[config.mk]
export PLATFORM = sky130hd
export DESIGN_NAME = gray_arbiter_flat
export DESIGN_NICKNAME = d
export VERILOG_FILES = /design/src/rtl/gray_arbiter_if.sv /design/src/rtl/gray_arbiter.sv /design/src/flat_wrapper.sv
export SDC_FILE = /design/constraint.sdc
export NUM_CORES = 1
export LEC_CHECK = 0
export ABC_AREA = 1
export BUFFER_PORTS_ARGS = -buffer_cell sky130_fd_sc_hd__buf_2
export CAP_MARGIN = 5
export CORE_MARGIN = 8
export CORE_UTILIZATION = 32
export CTS_CLUSTER_DIAMETER = 30
export DETAILED_ROUTE_END_ITERATION = 16
export GPL_ROUTABILITY_DRIVEN = 1
export PLACE_DENSITY = 0.58
export SYNTH_ARGS = -nofsm -noshare
export SYNTH_HDL_FRONTEND = slang
export SYNTH_SLANG_ARGS = --single-unit
[constraint.sdc]
create_clock -name i_clk -period 2.5 [get_ports i_clk]
set_clock_uncertainty 0.05 [all_clocks]
set_input_delay 0.25 -clock i_clk [delete_from_list [all_inputs] [get_ports i_clk]]
set_output_delay 0.25 -clock i_clk [all_outputs]
set_load 0.01 [all_outputs]
[src/rtl/gray_arbiter_if.sv]
// Bundles the requester handshake and Gray-counter control/status seen by gray_arbiter.
// The slave modport is the arbiter's view. The master modport is the view of the requesters and counter.
interface gray_arbiter_if #(
    parameter int STEP_W = 4,
    parameter int WRAP_W = 4
);
    logic [1:0]        i_req;
    logic [1:0]        i_clr;
    logic [STEP_W-1:0] i_steps0;
    logic [STEP_W-1:0] i_steps1;
    logic [1:0]        o_gnt;
    logic [1:0]        o_done;
    logic [2:0]        o_result;
    logic [WRAP_W-1:0] o_wraps;
    logic              o_cnt_en;
    logic              o_cnt_reset;
    logic [2:0]        i_cnt_value;
    logic              i_cnt_overflow;
    logic              o_err;

    modport slave (
        input  i_req, i_clr, i_steps0, i_steps1, i_cnt_value, i_cnt_overflow,
        output o_gnt, o_done, o_result, o_wraps, o_cnt_en, o_cnt_reset, o_err
    );

    modport master (
        output i_req, i_clr, i_steps0, i_steps1, i_cnt_value, i_cnt_overflow,
        input  o_gnt, o_done, o_result, o_wraps, o_cnt_en, o_cnt_reset, o_err
    );
endinterface

[src/rtl/gray_arbiter.sv]
// Round-robin sharing of one 3-bit Gray step counter between two requesters: step-N or clear, then Done + result.
// Optional GRAY_CHECK_EN adds a shadow Gray model that raises a sticky Err on counter misbehaviour.
module gray_arbiter #(
    parameter int STEP_W = 4,
    parameter int WRAP_W = 4
) (
    input  logic           i_clk,
    input  logic           i_reset,
    gray_arbiter_if.slave  bus
);
    localparam logic [2:0] ST_INIT  = 3'd0;
    localparam logic [2:0] ST_IDLE  = 3'd1;
    localparam logic [2:0] ST_STEP  = 3'd2;
    localparam logic [2:0] ST_CLEAR = 3'd3;
    localparam logic [2:0] ST_DONE  = 3'd4;
    localparam logic [2:0] ST_RESP  = 3'd5;

    logic [2:0]        r_state;
    logic              r_rr;
    logic              r_win;
    logic [1:0]        r_gnt;
    logic [STEP_W-1:0] r_remain;
    logic [WRAP_W-1:0] r_wrap;
    logic [2:0]        r_result;
    logic [WRAP_W-1:0] r_wraps;

    logic              w_win;
    logic [STEP_W-1:0] w_steps;

    always_comb begin
        w_win = 1'b0;
        if (bus.i_req == 2'b11) begin
            w_win = r_rr;
        end else begin
            w_win = bus.i_req[1];
        end
        w_steps = w_win ? bus.i_steps1 : bus.i_steps0;
    end

    always_ff @(posedge i_clk) begin
        if (i_reset) begin
            r_state  <= ST_INIT;
            r_rr     <= 1'b0;
            r_win    <= 1'b0;
            r_gnt    <= 2'b00;
            r_remain <= '0;
            r_wrap   <= '0;
            r_result <= 3'b000;
            r_wraps  <= '0;
        end else begin
            case (r_state)
                ST_INIT: r_state <= ST_IDLE;
                ST_IDLE: begin
                    if (bus.i_req != 2'b00) begin
                        r_win    <= w_win;
                        r_gnt    <= w_win ? 2'b10 : 2'b01;
                        r_remain <= w_steps;
                        r_wrap   <= '0;
                        if (bus.i_clr[w_win]) begin
                            r_state <= ST_CLEAR;
                        end else if (w_steps == '0) begin
                            r_state <= ST_DONE;
                        end else begin
                            r_state <= ST_STEP;
                        end
                    end
                end
                ST_STEP: begin
                    // Value 100 is the last code before the counter rolls back to 000.
                    if (bus.i_cnt_value == 3'b100 && !(&r_wrap)) begin
                        r_wrap <= r_wrap + 1'b1;
                    end
                    r_remain <= r_remain - 1'b1;
                    if (r_remain == STEP_W'(1)) begin
                        r_state <= ST_DONE;
                    end
                end
                ST_CLEAR: r_state <= ST_DONE;
                ST_DONE: begin
                    r_result <= bus.i_cnt_value;
                    r_wraps  <= r_wrap;
                    r_state  <= ST_RESP;
                end
                ST_RESP: begin
                    r_gnt   <= 2'b00;
                    r_rr    <= ~r_win;
                    r_state <= ST_IDLE;
                end
                default: r_state <= ST_INIT;
            endcase
        end
    end

    assign bus.o_gnt       = r_gnt;
    assign bus.o_done      = (r_state == ST_RESP) ? r_gnt : 2'b00;
    assign bus.o_result    = r_result;
    assign bus.o_wraps     = r_wraps;
    assign bus.o_cnt_en    = (r_state == ST_INIT) || (r_state == ST_STEP) || (r_state == ST_CLEAR);
    assign bus.o_cnt_reset = (r_state == ST_INIT) || (r_state == ST_CLEAR);

`ifdef GRAY_CHECK_EN
    logic [2:0] r_exp;
    logic       r_wrapped;
    logic       r_err;

    function automatic logic [2:0] gray_next(input logic [2:0] g);
        logic [2:0] b;
        b[2] = g[2];
        b[1] = b[2] ^ g[1];
        b[0] = b[1] ^ g[0];
        b    = b + 3'd1;
        return b ^ (b >> 1);
    endfunction

    always_ff @(posedge i_clk) begin
        if (i_reset) begin
            r_exp     <= 3'b000;
            r_wrapped <= 1'b0;
            r_err     <= 1'b0;
        end else begin
            case (r_state)
                ST_INIT: begin
                    r_exp     <= 3'b000;
                    r_wrapped <= 1'b0;
                end
                ST_CLEAR: r_exp <= 3'b000;
                ST_STEP: begin
                    r_exp <= gray_next(r_exp);
                    if (bus.i_cnt_value == 3'b100) begin
                        r_wrapped <= 1'b1;
                    end
                end
                ST_IDLE, ST_DONE, ST_RESP: begin
                    // Only checked while the counter is idle, so its value must match the model exactly.
                    if (bus.i_cnt_value != r_exp || (r_wrapped && !bus.i_cnt_overflow)) begin
                        r_err <= 1'b1;
                    end
                end
                default: r_exp <= r_exp;
            endcase
        end
    end

    assign bus.o_err = r_err;
`else
    assign bus.o_err = 1'b0;
`endif
endmodule
[src/flat_wrapper.sv]
// flat-port wrapper written by rule: the top's interface ports become plain ports
module gray_arbiter_flat 
#(
    parameter int STEP_W = 4,
    parameter int WRAP_W = 4
)
  (i_clk, i_reset, bus_i_req, bus_i_clr, bus_i_steps0, bus_i_steps1, bus_i_cnt_value, bus_i_cnt_overflow, bus_o_gnt, bus_o_done, bus_o_result, bus_o_wraps, bus_o_cnt_en, bus_o_cnt_reset, bus_o_err);
  gray_arbiter_if #(.STEP_W(STEP_W), .WRAP_W(WRAP_W)) bus_i ();
  input  logic i_clk;
  input  logic i_reset;
  input wire logic [$bits(bus_i.i_req)-1:0] bus_i_req;
  input wire logic [$bits(bus_i.i_clr)-1:0] bus_i_clr;
  input wire logic [$bits(bus_i.i_steps0)-1:0] bus_i_steps0;
  input wire logic [$bits(bus_i.i_steps1)-1:0] bus_i_steps1;
  input wire logic [$bits(bus_i.i_cnt_value)-1:0] bus_i_cnt_value;
  input wire logic [$bits(bus_i.i_cnt_overflow)-1:0] bus_i_cnt_overflow;
  output wire logic [$bits(bus_i.o_gnt)-1:0] bus_o_gnt;
  output wire logic [$bits(bus_i.o_done)-1:0] bus_o_done;
  output wire logic [$bits(bus_i.o_result)-1:0] bus_o_result;
  output wire logic [$bits(bus_i.o_wraps)-1:0] bus_o_wraps;
  output wire logic [$bits(bus_i.o_cnt_en)-1:0] bus_o_cnt_en;
  output wire logic [$bits(bus_i.o_cnt_reset)-1:0] bus_o_cnt_reset;
  output wire logic [$bits(bus_i.o_err)-1:0] bus_o_err;
  assign bus_i.i_req = bus_i_req;
  assign bus_i.i_clr = bus_i_clr;
  assign bus_i.i_steps0 = bus_i_steps0;
  assign bus_i.i_steps1 = bus_i_steps1;
  assign bus_i.i_cnt_value = bus_i_cnt_value;
  assign bus_i.i_cnt_overflow = bus_i_cnt_overflow;
  assign bus_o_gnt = bus_i.o_gnt;
  assign bus_o_done = bus_i.o_done;
  assign bus_o_result = bus_i.o_result;
  assign bus_o_wraps = bus_i.o_wraps;
  assign bus_o_cnt_en = bus_i.o_cnt_en;
  assign bus_o_cnt_reset = bus_i.o_cnt_reset;
  assign bus_o_err = bus_i.o_err;
  gray_arbiter #(.STEP_W(STEP_W), .WRAP_W(WRAP_W)) u_core (.i_clk(i_clk), .i_reset(i_reset), .bus(bus_i));
endmodule
After elaboration in Yosys (flattened, before gate mapping)
Cells that the tools add are included.
Widths: inputs -> output; s select.

operators by class
  divide/modulo/power cells = 0
  $add $sub $neg = 2
  multiplexer cells = 18
  shift operators = 0
  bitwise logic cells = 1
  $lt $le $gt $ge = 1
  multiply operators = 0
  eq/ne operators = 11
  reduce and logical (&&, ||, !) cells = 17

operators with widths
  operator             number
  $mux 4               4
  $pmux 4 s2           2
  $pmux 3 s5           1
  $mux 3               4
  $eq 3x3->1 const B   3
  $reduce_and 2->1     4
  $eq 3x2->1 const B   2
  $mux 2               3
  $ne 2x1->1 const B   3
  $reduce_bool 2->1    3
  $add 4x1->4 const B  1
  $eq 4x1->1 const B   1
  $logic_not 4->1      1
  $pmux 2 s2           1
  $reduce_and 4->1     1
  $sub 4x1->4 const B  1
  $eq 3x1->1 const B   1
  $logic_not 3->1      1
  $logic_or 1x1->1     3
  $mux 1               3
  $reduce_and 3->1     1
  $eq 2x2->1 const B   1
  $lt 1x2->1 const B   1
  $reduce_or 2->1      1
  3 further kinds      3

storage, ports and cells
  bits in read-only memories = 0
  memories kept = 0
  bits in writable memories = 0
  output and inout bits = 14
  latch bits = 0
  register bits = 22

Logic depth before layout (Yosys ltp)
  word-level depth = 8
  mapped depth = 10

Worst setup path before layout
No wires, ideal clock.

  path type = register to register
  from = register u_core.r_wrap[0]
  to = register u_core.r_wrap[2]
  clock period less this slack = 1214 ps
  data arrival time = 1046 ps
  path slack = 1286 ps
  required time = 2332 ps
  stages on the path, launching flop included = 9
  cells stage by stage = dfxtp_1 ha_1 nand3_1 nand3_1 nand2_4 nand2_4 clkinv_2 nand2_1 a21oi_2

between the ends
  longest elaborated chain between the ends = 5

ends and longest elaborated chain
  what                                                 RTL line            text
  from (decl)                                          gray_arbiter.sv:23  logic [WRAP_W-1:0] r_wrap;
  from (signal assigned)                               gray_arbiter.sv:71  r_wrap <= r_wrap + 1'b1;
  branches (longest 5 deep; another with $add 4x1->4)  n/a

Several ways; the timed one is not identified. The select of a mux whose other input is x is not followed.
A chain may end at the register's enable or synchronous reset.

Final worst setup path
  from = register u_core.r_state[0]
  to = output port bus_o_done[0]

between the ends
  longest elaborated chain between the ends = 2

ends and longest elaborated chain
  what                    RTL line            text
  from (decl)             gray_arbiter.sv:18  logic [2:0] r_state;
  from (signal assigned)  gray_arbiter.sv:42  r_state <= ST_INIT;
  from (signal assigned)  gray_arbiter.sv:52  ST_INIT: r_state <= ST_IDLE;
  from (signal assigned)  gray_arbiter.sv:60  r_state <= ST_CLEAR;
  $eq 3x3->1              gray_arbiter.sv:95  assign bus.o_done = (r_state == ST_RESP) ? r_gnt : 2'b00;
  $mux 2                  gray_arbiter.sv:95
  to (decl)               flat_wrapper.sv:18  output wire logic [$bits(bus_i.o_done)-1:0] bus_o_done;

Every way passes these cells.

==> impl_metrics.toml <==
[timing]
drv_slew = 0
max_clock_freq_mhz = 617
setup_ws_ns = 0.880
finalSetupViolations = 0
min_period_over_period_pct = 64.8
rsz0062_at_grt = "false"
final.setup.tns_ns = 0
period_needed_ns = 1.62
final-hold-violation-count = 0

[floorplan]
core_um2 = 3630
rows = 22
initial_core_util_pct = 33.3
boundaryPins = 32
dieArea_um2 = 6000
fp.dieH_um = 77.5
die_w_um = 77.5

[critical_path]
r2r-start = "u_core.r_wrap[0]"
critical-path-max-stage-delay_ns = 0.39
r2r_end = "u_core.r_wrap[2]"
cpMaxStageDelayCell = "dfxtp_1"
critPathCaptureType = "output pin"
r2r_cells = 8
cpMostUsedCell = "nor2_1"
cp_num_buf_inv = 2
cp_max_fo = 4
cp.arrival_ns = 1.32
critPathTopFamily = "simple AND/OR/NAND/NOR gates"
startpoint_type = "flop"
ff2ff_setup_slack_ns = 1.14
crit_chain = "inv_1 -> nor2_1 -> nand2_1 -> nor2_1 -> buf_2"
criticalPathCategory = "flop to output pin"
crit_start = "u_core.r_state[0]"
cp.required_ns = 2.20

[layout]
diodes = 0
drive_gt1_share_pct = 25.5
multi_input_area_um2 = 626
postLayoutCoreUtil_pct = 40.5
syn2layout_area_growth_pct = 21.6
fillCellCount = 415
finalNetCount = 230
seqCellArea_um2 = 440
finalNonFillerCells = 256

[grt]
grt_max_degree = 16
grt_usage_pct = 9.54
grt_overflow_total = 0
grt_first_pass_wirelength_um = 5000
antenna_found_initial = 0
first_global_vias = 1191

[synthesis]
synth_area_um2 = 1210
async_reset_ff_share_pct = 0
synth_area_leaders = "dfxtp_1, nand2_1, nor2_1"
ys_ff_latch = 22
yosysTopAreaCell = "dfxtp_1"
syn_inst = 177
synth_area_per_cell_um2 = 6.83
yosys.area.top_type_share_pct = 36.4
synth_seq_area_share_pct = 36.4
synth_cell_types = 35
synth_edf_count = 0
ys_top_cells_by_count = "nand2_1, nor2_1, inv_1, dfxtp_1, nand3_1"
synth.most_common_cell = "nand2_1"
synth_flop_cell = "dfxtp_1"
yosysWarnings = 0
syn-num-nets = 198

[place]
dp_hpwl_um = 2120
place.gp.congestion = 0.800
place_ws_ns = 1.14
port_buffers = 29
dp.cells = 252

[power]
p_clk_share_pct = 23.7
p_sw_uw = 520
ir_drop_mv = 0.625
share_comb_of_total_power_pct = 40.2
power.total_uw = 1390
swShare_pct = 37.5
leakage_uw = 0.000703
powerDensity_nw_per_um2 = 944
internal-power_uw = 867
power_frac_seq_pct = 36.1

[cts]
cts_setup_buffers = 0
cts.path.max_buffers = 2
path_clk_slew_ns = 0.08
cts.sinks = 22
h-tree-depth = 1
cts_tree = "built"
cts_hold_buf = 0
cts_resized = 0
clk_latency_ns = 0.26
cts_made_buffers = 3
cts-root-buf = "clkbuf_8"

[run]
max-cap-violations = 0

[route]
vias_per_cell = 4.51
drt_first_iter_violations = 67
drc = 0
wl_per_cell_um = 10.6
drt-total-wl_um = 2710
dr_total_vias = 1154
first_pass_iters = 4
ant_nets = 0

[worst_hold_path]
hold_depth = 2
hold_class = "input pin to flop"
hold_path_end = "u_core.r_state[1]"
hold_path.startpoint = "i_reset"

[status]
status = "finished, final reports clean"
[sequential cells by signal (all words and copies together) (netlist names)]
name                 flops
u_core.bus.o_wraps       4
u_core.r_remain          4
u_core.r_wrap            4
u_core.bus.o_result      3
u_core.r_state           3
u_core.bus.o_gnt         2
u_core.r_rr              1
u_core.r_win             1
[power by group through the flow]
stage | clock (uW) | sequential [uW] | combinational [uW]
after detailed placement | 0 | 508 | 565
after global routing | 358 | 518 | 648
after floorplan | 0 | 516 | 402
final | 329 | 501 | 557
after global placement | 0 | 508 | 563
after CTS | 343 | 502 | 567
[stage by stage]
| step | instance area [um^2] | hold slack [ns] |
|---|---|---|
| after floorplan | 1210 | 0.269 |
| after global placement | 1400 | 0.403 |
| after detailed placement | 1400 | 0.409 |
| after CTS | 1470 | 0.187 |
| after global routing | 1470 | 0.187 |
| final | 1470 | 0.191 |
[cell usage in the layout, fill, tap and decap left out, types with 4 or more instances in the layout]
master   netlist  routed
nand2_1       34      34
nand2_2        4       4
buf_2          0      29
inv_1         25      25
o21ai_0        7       7
inv_2          4       4
dfxtp_1       22      22
a21oi_1        9       9
nor2_1        26      26
nand3_1       10      10
[worst reg2reg max path, cell delays in order (launching register included)]
cell and delay [ns]:
dfxtp_1 0.42, ha_1 0.22, nand3_1 0.09, nand3_1 0.12
nand2_4 0.06, nand2_4 0.09, clkinv_2 0.08, nand2_1 0.08
a21oi_2 0.05
[layout make-up]
type                    count  area share (%)
multi-input cells         121            42.6
flip-flops and latches     22            30.0
repair buffers             30            10.4
inverters                  31            8.17
well taps                  48            4.09
clock buffers               3            2.81
clock inverters             1            2.04
[kinds of logic after synthesis]
logic type	synth area share [%]
AO/OA/AOI/OAI	15.0
XOR/XNOR	0.725
adder cells (fa/ha/maj)	3.11
buffers and inverters	11.8
flip-flops	36.4
other	0.310
AND/OR/NAND/NOR	32.6
[per-layer routing]
layer	global-route usage (%)	share of wire, %	vias up
li1	-	-	618
met1	11.8	50	508
met3	3.23	4.9	2
met4	1.13	0.44	0
met5	0	0	-
met2	16.1	44	26
[worst max-delay path by stage]
stage / endpoint / slack [ns] / cells after the start
finish: bus_o_done[0] / 0.88 / 5
global route: bus_o_done[0] / 0.71 / 5
CTS: bus_o_done[0] / 0.85 / 5
detailed placement: bus_o_done[0] / 1.14 / 5
global placement: bus_o_done[0] / 1.16 / 5
floorplan: u_core.r_wrap[2] / 1.29 / 8
Note: power is estimated with default switching activity, not from simulation.
